`src/rtl/rainbow_pwm.sv`:
```
// Three-channel PWM LED driver with a six-phase hue ramp (rainbow), static, off and freeze modes.
// Optional global brightness scaling is enabled by defining RAINBOW_PWM_BRIGHTNESS_EN.

module rainbow_pwm_ch #(
   parameter int PWM_BITS   = 8,
   parameter bit ACTIVE_LOW = 1'b1
) (
   input  logic                clk,
   input  logic                rst_n,
   input  logic [PWM_BITS-1:0] i_colour,
   input  logic [PWM_BITS-1:0] i_bright,
   input  logic                i_load,
   input  logic [PWM_BITS-1:0] i_cnt,
   output logic                o_led
);
   logic [PWM_BITS-1:0] w_duty;
   logic [PWM_BITS-1:0] r_duty;
   logic                r_led;

`ifdef RAINBOW_PWM_BRIGHTNESS_EN
   // (c * (brightness+1)) >> PWM_BITS; the result never exceeds c, so PWM_BITS bits suffice
   logic [PWM_BITS:0]     w_bp1;
   logic [2*PWM_BITS:0]   w_prod;
   logic                  w_unused_prod;
   assign w_bp1         = {1'b0, i_bright} + {{PWM_BITS{1'b0}}, 1'b1};
   assign w_prod        = {{(PWM_BITS+1){1'b0}}, i_colour} * {{PWM_BITS{1'b0}}, w_bp1};
   assign w_duty        = w_prod[2*PWM_BITS-1:PWM_BITS];
   assign w_unused_prod = ^{w_prod[2*PWM_BITS], w_prod[PWM_BITS-1:0]};
`else
   logic w_unused_bright;
   assign w_duty          = i_colour;
   assign w_unused_bright = ^i_bright;
`endif

   always_ff @(posedge clk) begin
      if (!rst_n) begin
         r_duty <= '0;
         r_led  <= ACTIVE_LOW;
      end else begin
         if (i_load) r_duty <= w_duty;
         r_led <= (i_cnt < r_duty) ^ ACTIVE_LOW;
      end
   end

   assign o_led = r_led;
endmodule

module rainbow_pwm #(
   parameter int PWM_BITS   = 8,
   parameter int STEP_DIV   = 1024,
   parameter int ACTIVE_LOW = 1
) (
   input  logic                  clk,
   input  logic                  rst_n,
   input  logic [1:0]            mode,
   input  logic [3*PWM_BITS-1:0] static_rgb,
   input  logic [PWM_BITS-1:0]   brightness,
   output logic [2:0]            led
);
   localparam int MAX   = (1 << PWM_BITS) - 1;
   localparam int RW    = (PWM_BITS > 8) ? PWM_BITS : 8;
   localparam int PSW   = (STEP_DIV > 1) ? $clog2(STEP_DIV) : 1;
   localparam bit AL    = (ACTIVE_LOW != 0);
   localparam int NCH   = 3;

   typedef enum logic [2:0] {P0, P1, P2, P3, P4, P5} phase_t;

   logic [PWM_BITS-1:0]          r_cnt;
   logic [PSW-1:0]               r_presc;
   phase_t                       r_phase;
   logic [RW-1:0]                r_ramp;
   logic                         w_wrap;
   logic                         w_run;
   logic                         w_tick;
   logic [PWM_BITS-1:0]          w_rmp;
   logic [PWM_BITS-1:0]          w_inv;
   logic [NCH-1:0][PWM_BITS-1:0] w_hue;
   logic [NCH-1:0][PWM_BITS-1:0] w_col;
   logic [NCH-1:0]               w_led;

   assign w_wrap = (r_cnt == PWM_BITS'(MAX - 1));
   assign w_run  = (mode == 2'b00);
   assign w_tick = w_run && (r_presc == PSW'(STEP_DIV - 1));

   always_ff @(posedge clk) begin
      if (!rst_n)      r_cnt <= '0;
      else if (w_wrap) r_cnt <= '0;
      else             r_cnt <= r_cnt + 1'b1;
   end

   // prescaler only advances in rainbow mode; all other modes hold it
   always_ff @(posedge clk) begin
      if (!rst_n)      r_presc <= '0;
      else if (w_tick) r_presc <= '0;
      else if (w_run)  r_presc <= r_presc + 1'b1;
   end

   always_ff @(posedge clk) begin
      if (!rst_n) begin
         r_phase <= P0;
         r_ramp  <= '0;
      end else if (w_tick) begin
         if (r_ramp < RW'(MAX)) begin
            r_ramp <= r_ramp + 1'b1;
         end else begin
            r_ramp <= '0;
            case (r_phase)
               P0:      r_phase <= P1;
               P1:      r_phase <= P2;
               P2:      r_phase <= P3;
               P3:      r_phase <= P4;
               P4:      r_phase <= P5;
               default: r_phase <= P0;
            endcase
         end
      end
   end

   // ramp never exceeds MAX, so its upper bits carry no colour information
   logic w_unused_ramp;
   generate
      if (RW > PWM_BITS) begin : g_ramp_hi
         assign w_unused_ramp = ^r_ramp[RW-1:PWM_BITS];
      end else begin : g_ramp_eq
         assign w_unused_ramp = 1'b0;
      end
   endgenerate

   assign w_rmp = r_ramp[PWM_BITS-1:0];
   assign w_inv = PWM_BITS'(MAX) - w_rmp;

   // lane 0 = R, 1 = G, 2 = B
   always_comb begin
      w_hue = '0;
      case (r_phase)
         P0:      begin w_hue[0] = PWM_BITS'(MAX); w_hue[1] = w_rmp;          w_hue[2] = '0;             end
         P1:      begin w_hue[0] = w_inv;          w_hue[1] = PWM_BITS'(MAX); w_hue[2] = '0;             end
         P2:      begin w_hue[0] = '0;             w_hue[1] = PWM_BITS'(MAX); w_hue[2] = w_rmp;          end
         P3:      begin w_hue[0] = '0;             w_hue[1] = w_inv;          w_hue[2] = PWM_BITS'(MAX); end
         P4:      begin w_hue[0] = w_rmp;          w_hue[1] = '0;             w_hue[2] = PWM_BITS'(MAX); end
         P5:      begin w_hue[0] = PWM_BITS'(MAX); w_hue[1] = '0;             w_hue[2] = w_inv;          end
         default: w_hue = '0;
      endcase
   end

   always_comb begin
      w_col = '0;
      case (mode)
         2'b01: begin
            for (int i = 0; i < NCH; i++)
               w_col[i] = static_rgb[(NCH-1-i)*PWM_BITS +: PWM_BITS];
         end
         2'b10:   w_col = '0;
         default: w_col = w_hue;
      endcase
   end

   generate
      for (genvar g = 0; g < NCH; g++) begin : g_ch
         rainbow_pwm_ch #(
            .PWM_BITS   (PWM_BITS),
            .ACTIVE_LOW (AL)
         ) u_ch (
            .clk      (clk),
            .rst_n    (rst_n),
            .i_colour (w_col[g]),
            .i_bright (brightness),
            .i_load   (w_wrap),
            .i_cnt    (r_cnt),
            .o_led    (w_led[g])
         );
      end
   endgenerate

   assign led = w_led;
endmodule

```
`config.mk`:
```
export PLATFORM = sky130hd
export DESIGN_NAME = rainbow_pwm
export DESIGN_NICKNAME = d
export VERILOG_FILES = /design/src/rtl/rainbow_pwm.sv
export SDC_FILE = /design/constraint.sdc
export NUM_CORES = 1
export LEC_CHECK = 0
export ABC_AREA = 1
export CORE_MARGIN = 3
export CORE_UTILIZATION = 60
export CTS_BUF_LIST = sky130_fd_sc_hd__clkbuf_2
export CTS_CLUSTER_DIAMETER = 50
export CTS_CLUSTER_SIZE = 28
export DETAILED_ROUTE_END_ITERATION = 10
export HOLD_SLACK_MARGIN = 0.1
export PLACE_DENSITY = 0.84
export SYNTH_ARGS = -nofsm -noshare
export SYNTH_HDL_FRONTEND = slang
export SYNTH_SLANG_ARGS = --single-unit
```
`constraint.sdc`:
```
create_clock -name clk -period 2.5 [get_ports clk]
set_input_delay 0.625 -clock clk [delete_from_list [all_inputs] [get_ports clk]]
set_output_delay 0.625 -clock clk [all_outputs]
set_load 0.05 [all_outputs]
```
==> metrics.md, run 1 <==
| Metric | Value |
|---|---|
| Status | `finished, final reports clean` |
| Setup-failing EPs final | `0` |
| Synth top area cells | `dfxtp_1 (32%), nand2_1 (17%), ha_1 (9.5%), a21oi_1 (8.3%), inv_1 (6.2%)` |
| Post-layout net count | `around 630` |
| Initial antenna violation count | `0` |
| Cts hold-fix bufs | `0` |
| Leak Pwr | `about 1.8 nW` |
| GRT Total Usage | `between 20% and 30%` |
| Num CTS Buffers | `5` |
| Synth top area share | `31.6%` |
| Core area | `5610 um2` |
| Clock Sink Count | `56` |
| Wirelength, routed | `between 8000 and 9000 um` |
| Sequential share of the synthesized area | `a little under a third` |
| Layout area overhead | `10.2%` |
| Startpoint types | `flip-flop` |
| First-pass GRT wire length | `approximately 14,000 um` |
| Critical path class | `flip-flop to primary output` |
| Tmin final | `about 2.3 ns` |
| Routed Antenna Nets | `0` |
| Clock Latency Late Sink | `~0.47 ns` |
| Cell at the root of the clock tree | `clkbuf_2` |
| Rel. slew slack | `around 67%` |
| MaxCap Viol Count | `0` |
| CTS tree | `done` |
| Drt wl/cell | `around 13 um` |
| Vias per inst | `~5.3` |
| DIE AREA | `approximately 7000 um2` |
| Worst setup EP type | `primary output` |
| Max stage delay on crit path | `about 0.79 ns` |
| Fin crit share | `about nine tenths` |
| Clock-pin slew on the worst setup and hold paths | `~0.3 ns` |
| Critical path cell sequence | `clkdlybuf4s50_1` |
| Final setup TNS | `0 ns` |
| Starting Density | `~63%` |
| RSZ-0062 raised after global routing | `false` |
| H-tree levels | `2` |
| Largest net degree at the start of global routing | `34` |
| Yosys warning total | `0` |
| CTS max path bufs | `2` |
| Met2 GRT Util | `around two fifths` |
| Min-Delay Path Class | `flip-flop to flip-flop` |
| CP Data Required Time | `roughly 1.9 ns` |
| Vias in the first global route | `between 3,000 and 4,000` |
| Crit path max fanout | `1` |
| Post-CTS resize count | `0` |
| Congestion Overflow GR | `0` |
| Crit path buffers/inverters | `1` |
| N_diodes | `0` |
| DRC | `0` |
| # rows | `27` |
| Delay-heaviest family, CP | `buffers and inverters` |
| Syn Nets | `around 600` |
| Final design utilization | `between 60 and 70%` |
| Final hold vios | `0` |
| Placer Congestion | `between 0.9 and 1` |
| Syn_area_per_cell | `about 6.5 um2` |
| Detailed Routing Iterations Pass 1 | `5` |
| FF+latch count, synth | `56` |
| Worst-margin pin slew | `about 0.50 ns` |
| GR Util met3 | `between 3 and 4%` |
| Chip width | `~83 um` |
| Detail Placement HPWL | `roughly 6200 um` |
| Slowest-stage cell, CP | `clkdlybuf4s50_1` |
| DRT iter0 DRCs | `between 200 and 250` |
| Grt met1 use | `31.4%` |
| I/O Pins | `39` |
| Max Fclk | `442 MHz` |
| Post-synth cell types | `33` |
| Port buffer count | `30` |
| Post-Syn Area | `around 3500 um2` |
| GRT Max-Usage Layer | `met2` |
| Max Clock Skew | `0.0445 ns` |
| Vias post-DR | `between 3,000 and 4,000` |
| Slew Limit Fails | `0` |
| Pwr/cell area | `367 nW/um2` |
| Share of layout cells above drive strength 1 | `under 10%` |
| Setup Buffers After CTS | `0` |
| Dominant cell type by area after synthesis | `dfxtp_1` |
| Die Y | `between 80 and 90 um` |
| VDD IR-drop max | `0.249 mV` |
| Crit path arrival time | `~1.6 ns` |
| Synth Instances | `546` |
==> registers in the layout, summed over array words and instances (netlist names) <==
| signal | flops |
|---|---|
| g_ch.u_ch.r_duty | 24 |
| r_presc | 10 |
| r_cnt | 8 |
| r_ramp | 8 |
| g_ch.u_ch.o_led | 3 |
| r_phase | 3 |
==> cell families (layout without fill, tap and decap cells) <==
logic type | after synthesis | in the layout | synth area share, %
buf+inv | 86 | 110 | 10.3
compound gates | 84 | 84 | 12.3
simple gates | 286 | 286 | 34.5
flops | 56 | 56 | 31.6
xor+xnor | 7 | 7 | 1.73
fa+ha+maj | 27 | 27 | 9.52
==> synth_stat cells (all sizes together) <==
library cell	number
a211oi	3
buf	15
a21o	2
nor2	61
clkinv	2
clkbuf	5
dfxtp	56
nand4	4
a31oi	1
inv	64
xnor2	1
nor4	1
nor3b	3
o21bai	1
o21ai	18
ha	27
a21oi	59
nand3	43
nor3	13
nand3b	1
and3	1
xor2	6
nand2	159
==> stage by stage <==
stage / std cells / worst slack (ns) / total power [mW] / hold slack [ns] / cell area (um2)
floorplan: 546 / 0.658 / 1.03 / 0.443 / 3550
global placement: 634 / 0.200 / 1.10 / 0.462 / 3870
detailed placement: 634 / 0.174 / 1.10 / 0.469 / 3870
CTS: 642 / 0.236 / 1.45 / 0.506 / 3910
global route: 642 / 0.170 / 1.51 / 0.533 / 3910
finish: 642 / 0.239 / 1.44 / 0.506 / 3910
==> layer usage <==
metal	vias to the layer above	part of all wire, %
met2	103	48
li1	1790	-
met3	24	5.3
met1	1509	44
met4	0	2.2
met5	-	0
==> where the power goes <==
group	switching [mW]	internal, mW	total, mW
sequential	0.0118	0.906	0.918
clock	0.283	0.0680	0.351
combinational	0.0902	0.0768	0.167
==> placed cells by master, fill, tap and decap left out, types with 2 or more instances in the layout <==
master           netlist  layout
a211oi_1               3       3
a21o_1                 2       2
a21oi_1               59      59
buf_4                  4       6
clkbuf_2               2       5
clkdlybuf4s50_1        0      30
clkinv_1               2       2
clkinv_2               0       2
dfxtp_1               56      56
ha_1                  27      27
inv_1                 59      59
inv_2                  5       5
nand2_1              157     157
nand2_2                2       2
nand3_1               42      42
nand4_1                3       3
nor2_1                59      59
nor2_4                 2       2
nor3_1                10      10
nor3_2                 2       2
nor3b_1                3       3
o21ai_0               18      18
xor2_1                 6       6
==> area by class of cell <==
cell class | count | area [um2]
clock buffer | 5 | 25.0
clock inverter | 3 | 18.8
fill | 496 | 1700
inverter | 66 | 248
multi-input combinational | 404 | 2060
sequential | 56 | 1120
tap | 72 | 90.1
timing repair buffer | 36 | 345
==> worst register-to-register path, cell delays in order, from the launching register on <==
cell	delay (ns)
dfxtp_1	0.60
nand2_1	0.17
nor2_1	0.15
nand4_2	0.26
buf_4	0.33
nor3_1	0.24
nor2_1	0.06
==> path summary, 6_finish.rpt <==
path | from | slack (ns) | to | cells past startpoint
worst max-delay path | g_ch[0].u_ch.o_led$_SDFF_PN1_ | 0.24 | led[0] | 1
worst min register to register | r_presc[8]$_SDFFE_PP0N_ | 0.51 | r_presc[8]$_SDFFE_PP0N_ | 1
worst min-delay path | r_presc[8]$_SDFFE_PP0N_ | 0.51 | r_presc[8]$_SDFFE_PP0N_ | 1
worst max register to register | r_cnt[3]$_SDFF_PP0_ | 0.59 | g_ch[1].u_ch.r_duty[3]$_SDFFE_PN0N_ | 6
Note: power is estimated with default switching activity, not from simulation.
==> inputs of run 2 (changes only) <==
--- a/config.mk
+++ b/config.mk
@@ -6,7 +6,7 @@
 export NUM_CORES = 1
 export LEC_CHECK = 0
 export ABC_AREA = 1
-export CORE_MARGIN = 3
+export CAP_MARGIN = 20
 export CORE_UTILIZATION = 60
 export CTS_BUF_LIST = sky130_fd_sc_hd__clkbuf_2
 export CTS_CLUSTER_DIAMETER = 50
@@ -16,4 +16,5 @@
 export PLACE_DENSITY = 0.84
 export SYNTH_ARGS = -nofsm -noshare
 export SYNTH_HDL_FRONTEND = slang
+export SYNTH_HIERARCHICAL = 1
 export SYNTH_SLANG_ARGS = --single-unit
==> run 2 against run 1 <==
  * Flip-flop and latch count did not move
  * Largest power group unchanged
  * Total power rose by 6.2%
  * Combinational power rose by 30%
  * Routed wire length rose by 1.8%
  * Via count rose by 1.8%
  * Critical path type unchanged
==> metrics.md, run 2 <==
| Metric | Value |
|---|---|
| Largest regs | `g_ch.u_ch/r_duty (24), r_presc (10)` |
| Crit path launch | `g_ch[2].u_ch/o_led$_SDFF_PN1_` |
| N_diodes | `0 (unchanged)` |
| Post-synthesis adder-cell area fraction | `9.27% (-0.25 points)` |
| Fin worst setup slack | `0.236 ns (-0.00308 ns)` |
| Cts hold-fix bufs | `0 (unchanged)` |
| Worst Reg2Reg Path Length in Cells | `8 (+2)` |
| WHS Path Cells | `2 (+1)` |
| FF+latch count, synth | `56 (unchanged)` |
| Synth Area in Compound Gates | `14.7% (+2.4 points)` |
| Chip width | `79.9 um (-3.6%)` |
| Num CTS Buffers | `5 (unchanged)` |
| Starting Density | `61.9% (-1.4 points)` |
| Max stage delay on crit path | `0.79 ns (about the same)` |
| Slowest-stage cell, CP | `clkdlybuf4s50_1` |
| Final design utilization | `68.4% (-1.3 points)` |
| Vias per inst | `5.40 (+1.2%)` |
| Cell internal pwr | `1.08 mW (+2.8%)` |
| Die Y | `79.9 um (-3.6%)` |
| Setup-failing EPs final | `0 (unchanged)` |
| DRC | `0 (unchanged)` |
| Post-synth cell types | `35 (+6.1%)` |
| Critical path class | `flip-flop to primary output` |
| Detailed Routing Iterations Pass 1 | `5 (unchanged)` |
| Congestion Overflow GR | `0 (unchanged)` |
| Port buffer count | `30 (unchanged)` |
| Routed Antenna Nets | `0 (unchanged)` |
| Async SR Flop Fraction | `0% (unchanged)` |
| Max reg flops | `24 (unchanged)` |
| VDD IR-drop max | `0.252 mV (+1.3%)` |
| Most frequent cells in the layout | `nand2_1 (139), dfxtp_1 (56), inv_1 (54)` |
| XOR/XNOR Fraction of Synth Area | `1.20% (-0.53 points)` |
| GRT Total Usage | `27.5% (+3.6 points)` |
| Total Power Consumption | `1.52 mW (+6.2%)` |
| WHS | `0.479 ns (-0.0278 ns)` |
| Rel. slew slack | `43.7% (-23 points)` |
| Startpoint types | `flip-flop` |
| # rows | `28 (+3.7%)` |
| Initial antenna violation count | `0 (unchanged)` |
| Drt wl/cell | `12.8 um (+1.2%)` |
| # fillers | `538 (+8.5%)` |
| Commonest non-fill, non-tap cell in the layout | `nand2_1` |
| I/O Pins | `39 (unchanged)` |
| Clock Latency Late Sink | `0.47 ns (about the same)` |
| Synth top area share | `30.8% (-0.81 points)` |
| Crit path arrival time | `1.64 ns (about the same)` |
| Clock Sink Count | `56 (unchanged)` |
| Largest net degree at the start of global routing | `25 (-26%)` |
| Leak Pwr | `1.67 nW (-6.5%)` |
| Synth Instances | `546 (unchanged)` |
| Syn_area_per_cell | `6.67 um2 (+2.6%)` |
| Post-Place Cells | `638 (+0.63%)` |
| Synth top cells by count | `nand2_1 (139), dfxtp_1 (56), inv_1 (54), nor2_1 (50), nand3_1 (47)` |
| Main combinational cell family by area after synthesis | `simple AND/OR/NAND/NOR gates` |
| Switching part of the total | `29.1% (+2.3 points)` |
| Post-synth EDFFs | `0 (unchanged)` |
| Min-Delay Path Class | `flip-flop to flip-flop` |
| Worst r2r src | `r_phase[0]$_SDFFE_PN0P_` |
| Vias post-DR | `3,487 (+1.8%)` |
| Worst hold path startpoint | `g_ch[0].u_ch/r_duty[7]$_SDFFE_PN0P_` |
| Crit path buffers/inverters | `1 (unchanged)` |
| Combinational Power Share | `14.2% (+2.6 points)` |
| MaxCap Viol Count | `0 (unchanged)` |
| Dominant cell type by area after synthesis | `dfxtp_1` |
| Post-layout net count | `633 (+0.16%)` |
| CTS tree | `done` |
| Most used DFF post-synth | `dfxtp_1` |
| Worst setup EP type | `primary output` |
| Yosys warning total | `6 (+6)` |
| Critical Path Stages | `1 (unchanged)` |
| CTS max path bufs | `2 (unchanged)` |
| Critical path cell sequence | `clkdlybuf4s50_1` |
| Mux contribution to synthesized area | `0% (unchanged)` |
| Vias in the first global route | `3,038 (-4.7%)` |
| Sequential share of power | `60.1% (-3.8 points)` |
| Syn Nets | `609 (unchanged)` |
| H-tree levels | `2 (unchanged)` |
| CP Data Required Time | `1.88 ns (about the same)` |
| Slew Limit Fails | `0 (unchanged)` |
| Tmin final | `2.26 ns (+0.00308 ns)` |
| Clock-pin slew on the worst setup and hold paths | `0.30 ns (about the same)` |
| Status | `finished, final reports clean` |
| Setup Buffers After CTS | `0 (unchanged)` |
| Placer Congestion | `0.936 (+1.4%)` |
| Pwr/cell area | `379 nW/um2 (+3.1%)` |
| Share of layout cells above drive strength 1 | `8.06% (+3.1 points)` |
| Dpl ws | `0.0556 ns (-0.119 ns)` |
| Post-Syn Area | `3640 um2 (+2.6%)` |
| Core area | `5890 um2 (+5.0%)` |
| Sequential share of the synthesized area | `30.8% (-0.81 points)` |
| DIE AREA | `6390 um2 (-7.1%)` |
| Fin crit share | `90.6% (+0.12 points)` |
| RSZ-0062 raised after global routing | `false` |
| Delay-heaviest family, CP | `buffers and inverters` |
| Max Fclk | `442 MHz (-0.14%)` |
| Detail Placement HPWL | `6230 um (+0.90%)` |
| Clk network pwr share | `25.7% (+1.3 points)` |
| Post-CTS resize count | `0 (unchanged)` |
| Final hold vios | `0 (unchanged)` |
| Final setup TNS | `0 ns (unchanged)` |
| Fin cells | `646 (+0.62%)` |
| Crit path max fanout | `1 (unchanged)` |
| Switching Power | `0.444 mW (+15%)` |
| Most numerous cell in the Yosys netlist | `nand2_1` |
| DRT iter0 DRCs | `158 (-28%)` |
| Worst-margin pin slew | `0.845 ns (+0.345 ns)` |
| Layout area overhead | `10.5%` |
| First-pass GRT wire length | `13,700 um (-2.6%)` |
| Cell Area, Placed | `3970 um2 (+2.8%)` |
| Cell at the root of the clock tree | `clkbuf_2` |
| Wirelength, routed | `8280 um (+1.8%)` |
| Finished Cell Area | `4030 um2 (+2.9%)` |
| Synth top area cells | `dfxtp_1 (31%), nand2_1 (14%), ha_1 (9.3%), nand3_1 (6.5%), inv_1 (5.6%)` |
| Post-Synth Simple-Gate Area | `34.3% (-0.27 points)` |
| Top reg by flops | `g_ch.u_ch/r_duty` |
| Max Clock Skew | `0.0162 ns (-0.0283 ns)` |
==> run 2: changes by cell type in the layout (fill, tap and decap cells not counted), sizes merged, moves of 3 or more <==
cell,before,now
nand2,159,142
o21ai,18,47
clkinv,5,1
o211ai,0,8
xor2,6,2
a211oi,3,0
nand3,43,49
nor2,61,58
a21oi,59,40
nand3b,1,4
or2,0,3
==> run 2: per-layer routing <==
metal	GRT usage (%)	vias to the layer above	routed length (um)
met4	9.64	0	178
met5	0	-	0
li1	-	1829	-
met3	4.91	19	389
met1	33.9	1556	3740
met2	47.7	83	3980
==> run 2: final cells by class <==
class | instances | area (um2) | share of cell area, %
well taps | 75 | 93.8 | 2.33
clock inverters | 3 | 27.5 | 0.684
inverters | 64 | 240 | 5.97
multi-input cells | 406 | 2160 | 53.8
repair buffers | 37 | 353 | 8.77
clock buffers | 5 | 25.0 | 0.622
flip-flops and latches | 56 | 1120 | 27.9
==> run 2: cell families (layout without fill, tap and decap cells) <==
group | Yosys count | in the layout
simple gates | 276 | 276
compound gates | 98 | 98
buf+inv | 84 | 109
flops | 56 | 56
fa+ha+maj | 27 | 27
xor+xnor | 5 | 5
==> run 2: final timing paths <==
| kind | slack (ns) | end |
|---|---|---|
| min reg2reg | 0.48 | g_ch[0].u_ch/r_duty[7]$_SDFFE_PN0P_ |
| max | 0.24 | led[2] |
| max reg2reg | 0.62 | g_ch[2].u_ch/r_duty[7]$_SDFFE_PN0P_ |
| min | 0.48 | g_ch[0].u_ch/r_duty[7]$_SDFFE_PN0P_ |
==> run 2: power by group through the flow <==
stage	combinational [mW]	clock, mW	sequential, mW
2_1_floorplan	0.107	0	0.946
4_1_cts	0.215	0.405	0.916
3_5_place_dp	0.215	0	0.931
5_1_grt	0.243	0.447	0.919
6_report	0.217	0.392	0.916
3_3_place_gp	0.210	0	0.930
==> inputs of run 3 (changes only) <==
==> constraint.sdc (replaced) <==
create_clock -name clk -period 2.7 [get_ports clk]
set_input_delay 0.675 -clock clk [delete_from_list [all_inputs] [get_ports clk]]
set_output_delay 0.675 -clock clk [all_outputs]
set_load 0.05 [all_outputs]
==> run 3 against run 2 <==
  * Routed wire length grew 1.0%
  * Total power decreased by 7.8%
  * Via count down 1.1%
  * Clock-buffer cell count stayed put
  * Largest power group unchanged
  * Global-route usage rose by 0.88 points
  * Critical path depth did not move
  * Flip-flop and latch count stayed put
  * Sequential share of layout area increased by 0.21 points
  * Die area did not move
  * Design area is 0.75% lower
==> metrics.md, run 3 (same netlist as run 2, synthesis figures left out) <==
| Metric | Value |
|---|---|
| Worst-margin pin slew | `0.833 ns (-0.0124 ns)` |
| Detail Placement HPWL | `6380 um (+2.4%)` |
| First-pass GRT wire length | `14,200 um (+3.4%)` |
| Cts hold-fix bufs | `0 (unchanged)` |
| Critical path class | `flip-flop to primary output` |
| Share of layout cells above drive strength 1 | `7.41% (-0.65 points)` |
| Final hold vios | `0 (unchanged)` |
| Slew Limit Fails | `0 (unchanged)` |
| Top reg by flops | `g_ch.u_ch/r_duty` |
| Vias per inst | `5.37 (-0.50%)` |
| Port buffer count | `30 (unchanged)` |
| Finished Cell Area | `4000 um2 (-0.75%)` |
| CTS max path bufs | `2 (unchanged)` |
| H-tree levels | `2 (unchanged)` |
| MaxCap Viol Count | `0 (unchanged)` |
| Combinational Power Share | `13.6% (-0.6 points)` |
| Total Power Consumption | `1.41 mW (-7.8%)` |
| # fillers | `552 (+2.6%)` |
| Vias in the first global route | `3,193 (+5.1%)` |
| Crit path buffers/inverters | `1 (unchanged)` |
| VDD IR-drop max | `0.208 mV (-18%)` |
| Initial antenna violation count | `0 (unchanged)` |
| Drt wl/cell | `13.0 um (+1.6%)` |
| Clock-pin slew on the worst setup and hold paths | `0.31 ns (about the same)` |
| Max stage delay on crit path | `0.79 ns (about the same)` |
| Sequential share of power | `60.5% (+0.4 points)` |
| Clock Latency Late Sink | `0.48 ns (about the same)` |
| Slowest-stage cell, CP | `clkdlybuf4s50_1` |
| RSZ-0062 raised after global routing | `false` |
| Post-layout net count | `629 (-0.63%)` |
| Placer Congestion | `0.955 (+2.0%)` |
| CP Data Required Time | `2.03 ns (+0.15 ns)` |
| I/O Pins | `39 (unchanged)` |
| Final design utilization | `67.9% (-0.51 points)` |
| DR top layer | `met4` |
| Delay-heaviest family, CP | `buffers and inverters` |
| Starting Density | `61.9% (unchanged)` |
| Dpl ws | `0.0991 ns (+0.0436 ns)` |
| Fin cells | `642 (-0.62%)` |
| DRC | `0 (unchanged)` |
| Crit path arrival time | `1.65 ns (about the same)` |
| Max Fclk | `between 400 and 500 MHz` |
| # rows | `28 (unchanged)` |
| CTS tree | `done` |
| Num CTS Buffers | `5 (unchanged)` |
| Switching part of the total | `29.1% (-0.073 points)` |
| Congestion Overflow GR | `0 (unchanged)` |
| Final setup TNS | `0 ns (unchanged)` |
| Largest net degree at the start of global routing | `25 (unchanged)` |
| Cell internal pwr | `0.997 mW (-7.7%)` |
| Reg2reg setup slack | `0.79 ns (+0.17 ns)` |
| Cell at the root of the clock tree | `clkbuf_2` |
| WHS | `0.481 ns (+0.00194 ns)` |
| Cell Area, Placed | `3940 um2 (-0.76%)` |
| Most frequent cells in the layout | `nand2_1 (139), dfxtp_1 (56), inv_1 (54)` |
| Commonest non-fill, non-tap cell in the layout | `nand2_1` |
| Die Y | `79.9 um (unchanged)` |
| N_diodes | `0 (unchanged)` |
| Critical path cell sequence | `clkdlybuf4s50_1` |
| Core area | `5890 um2 (unchanged)` |
| Clk network pwr share | `25.9% (+0.2 points)` |
| Startpoint types | `flip-flop` |
| Max reg flops | `24 (unchanged)` |
| Metal-1 WL | `3650 um (-2.3%)` |
| Met2 wire length | `4120 um (+3.6%)` |
| Register area | `1120 um2 (unchanged)` |
| Switching Power | `0.408 mW (-8.0%)` |
| Crit path max fanout | `1 (unchanged)` |
| Post-Place Cells | `634 (-0.63%)` |
| Wire length on met3 | `367 um (-5.7%)` |
| Vias post-DR | `3,448 (-1.1%)` |
| Status | `finished, final reports clean` |
| Tmin final | `2.32 ns` |
| Layout area overhead | `9.65%` |
| Wirelength, routed | `8370 um (+1.0%)` |
| Clock Sink Count | `56 (unchanged)` |
| Chip width | `79.9 um (unchanged)` |
| Post-CTS resize count | `0 (unchanged)` |
| Fin worst setup slack | `0.379 ns (+0.144 ns)` |
| Min-Delay Path Class | `flip-flop to flip-flop` |
| Setup-failing EPs final | `0 (unchanged)` |
| Worst setup EP type | `primary output` |
| Routed Antenna Nets | `0 (unchanged)` |
| Detailed Routing Iterations Pass 1 | `4 (-1)` |
| Fin crit share | `85.9%` |
| DIE AREA | `6390 um2 (unchanged)` |
| Rel. slew slack | `44.5% (+0.82 points)` |
| Area of the multi-input gates | `2160 um2 (unchanged)` |
| Leak Pwr | `1.65 nW (-1.2%)` |
| Pwr/cell area | `352 nW/um2 (-7.1%)` |
| Max Clock Skew | `0.0196 ns (+0.00340 ns)` |
| Largest regs | `g_ch.u_ch/r_duty (24), r_presc (10)` |
| GRT Total Usage | `28.4% (+0.88 points)` |
| Setup Buffers After CTS | `0 (unchanged)` |
| DRT iter0 DRCs | `146 (-7.6%)` |
## run 3: cell type report
class	count	area share, %
inverters	64	6.01
clock inverters	3	0.689
flip-flops and latches	56	28.1
clock buffers	5	0.626
well taps	75	2.35
repair buffers	33	8.08
multi-input cells	406	54.2
## run 3: path summary, 6_finish.rpt
path / start / end / depth (start not counted)
max: g_ch[1].u_ch/o_led$_SDFF_PN1_ / led[1] / 1
min: g_ch[2].u_ch/r_duty[2]$_SDFFE_PN0P_ / g_ch[2].u_ch/r_duty[2]$_SDFFE_PN0P_ / 2
max reg2reg: r_phase[0]$_SDFFE_PN0P_ / g_ch[2].u_ch/r_duty[3]$_SDFFE_PN0P_ / 8
min reg2reg: g_ch[2].u_ch/r_duty[2]$_SDFFE_PN0P_ / g_ch[2].u_ch/r_duty[2]$_SDFFE_PN0P_ / 2
## run 3: worst reg2reg max path, cell delays in order (launching register included)
cell	delay [ns]
dfxtp_1	0.83
nand2_2	0.21
nor2_1	0.22
nor2_4	0.10
o211ai_1	0.11
nand2_1	0.11
nand2_1	0.08
o21ai_0	0.08
a21oi_1	0.13
## run 3: power groups by stage
stage | sequential, mW | clock (mW) | combinational (mW)
floorplan | 0.875 | 0 | 0.0987
global placement | 0.864 | 0 | 0.187
detailed placement | 0.865 | 0 | 0.191
CTS | 0.851 | 0.371 | 0.192
global route | 0.853 | 0.402 | 0.218
finish | 0.851 | 0.363 | 0.192
## run 3: metal layers
layer  global-route usage (%)  vias up
li1                         -     1818
met1                     32.9     1536
met2                     51.3       70
met3                     4.46       24
met4                     11.8        0
met5                        0        -
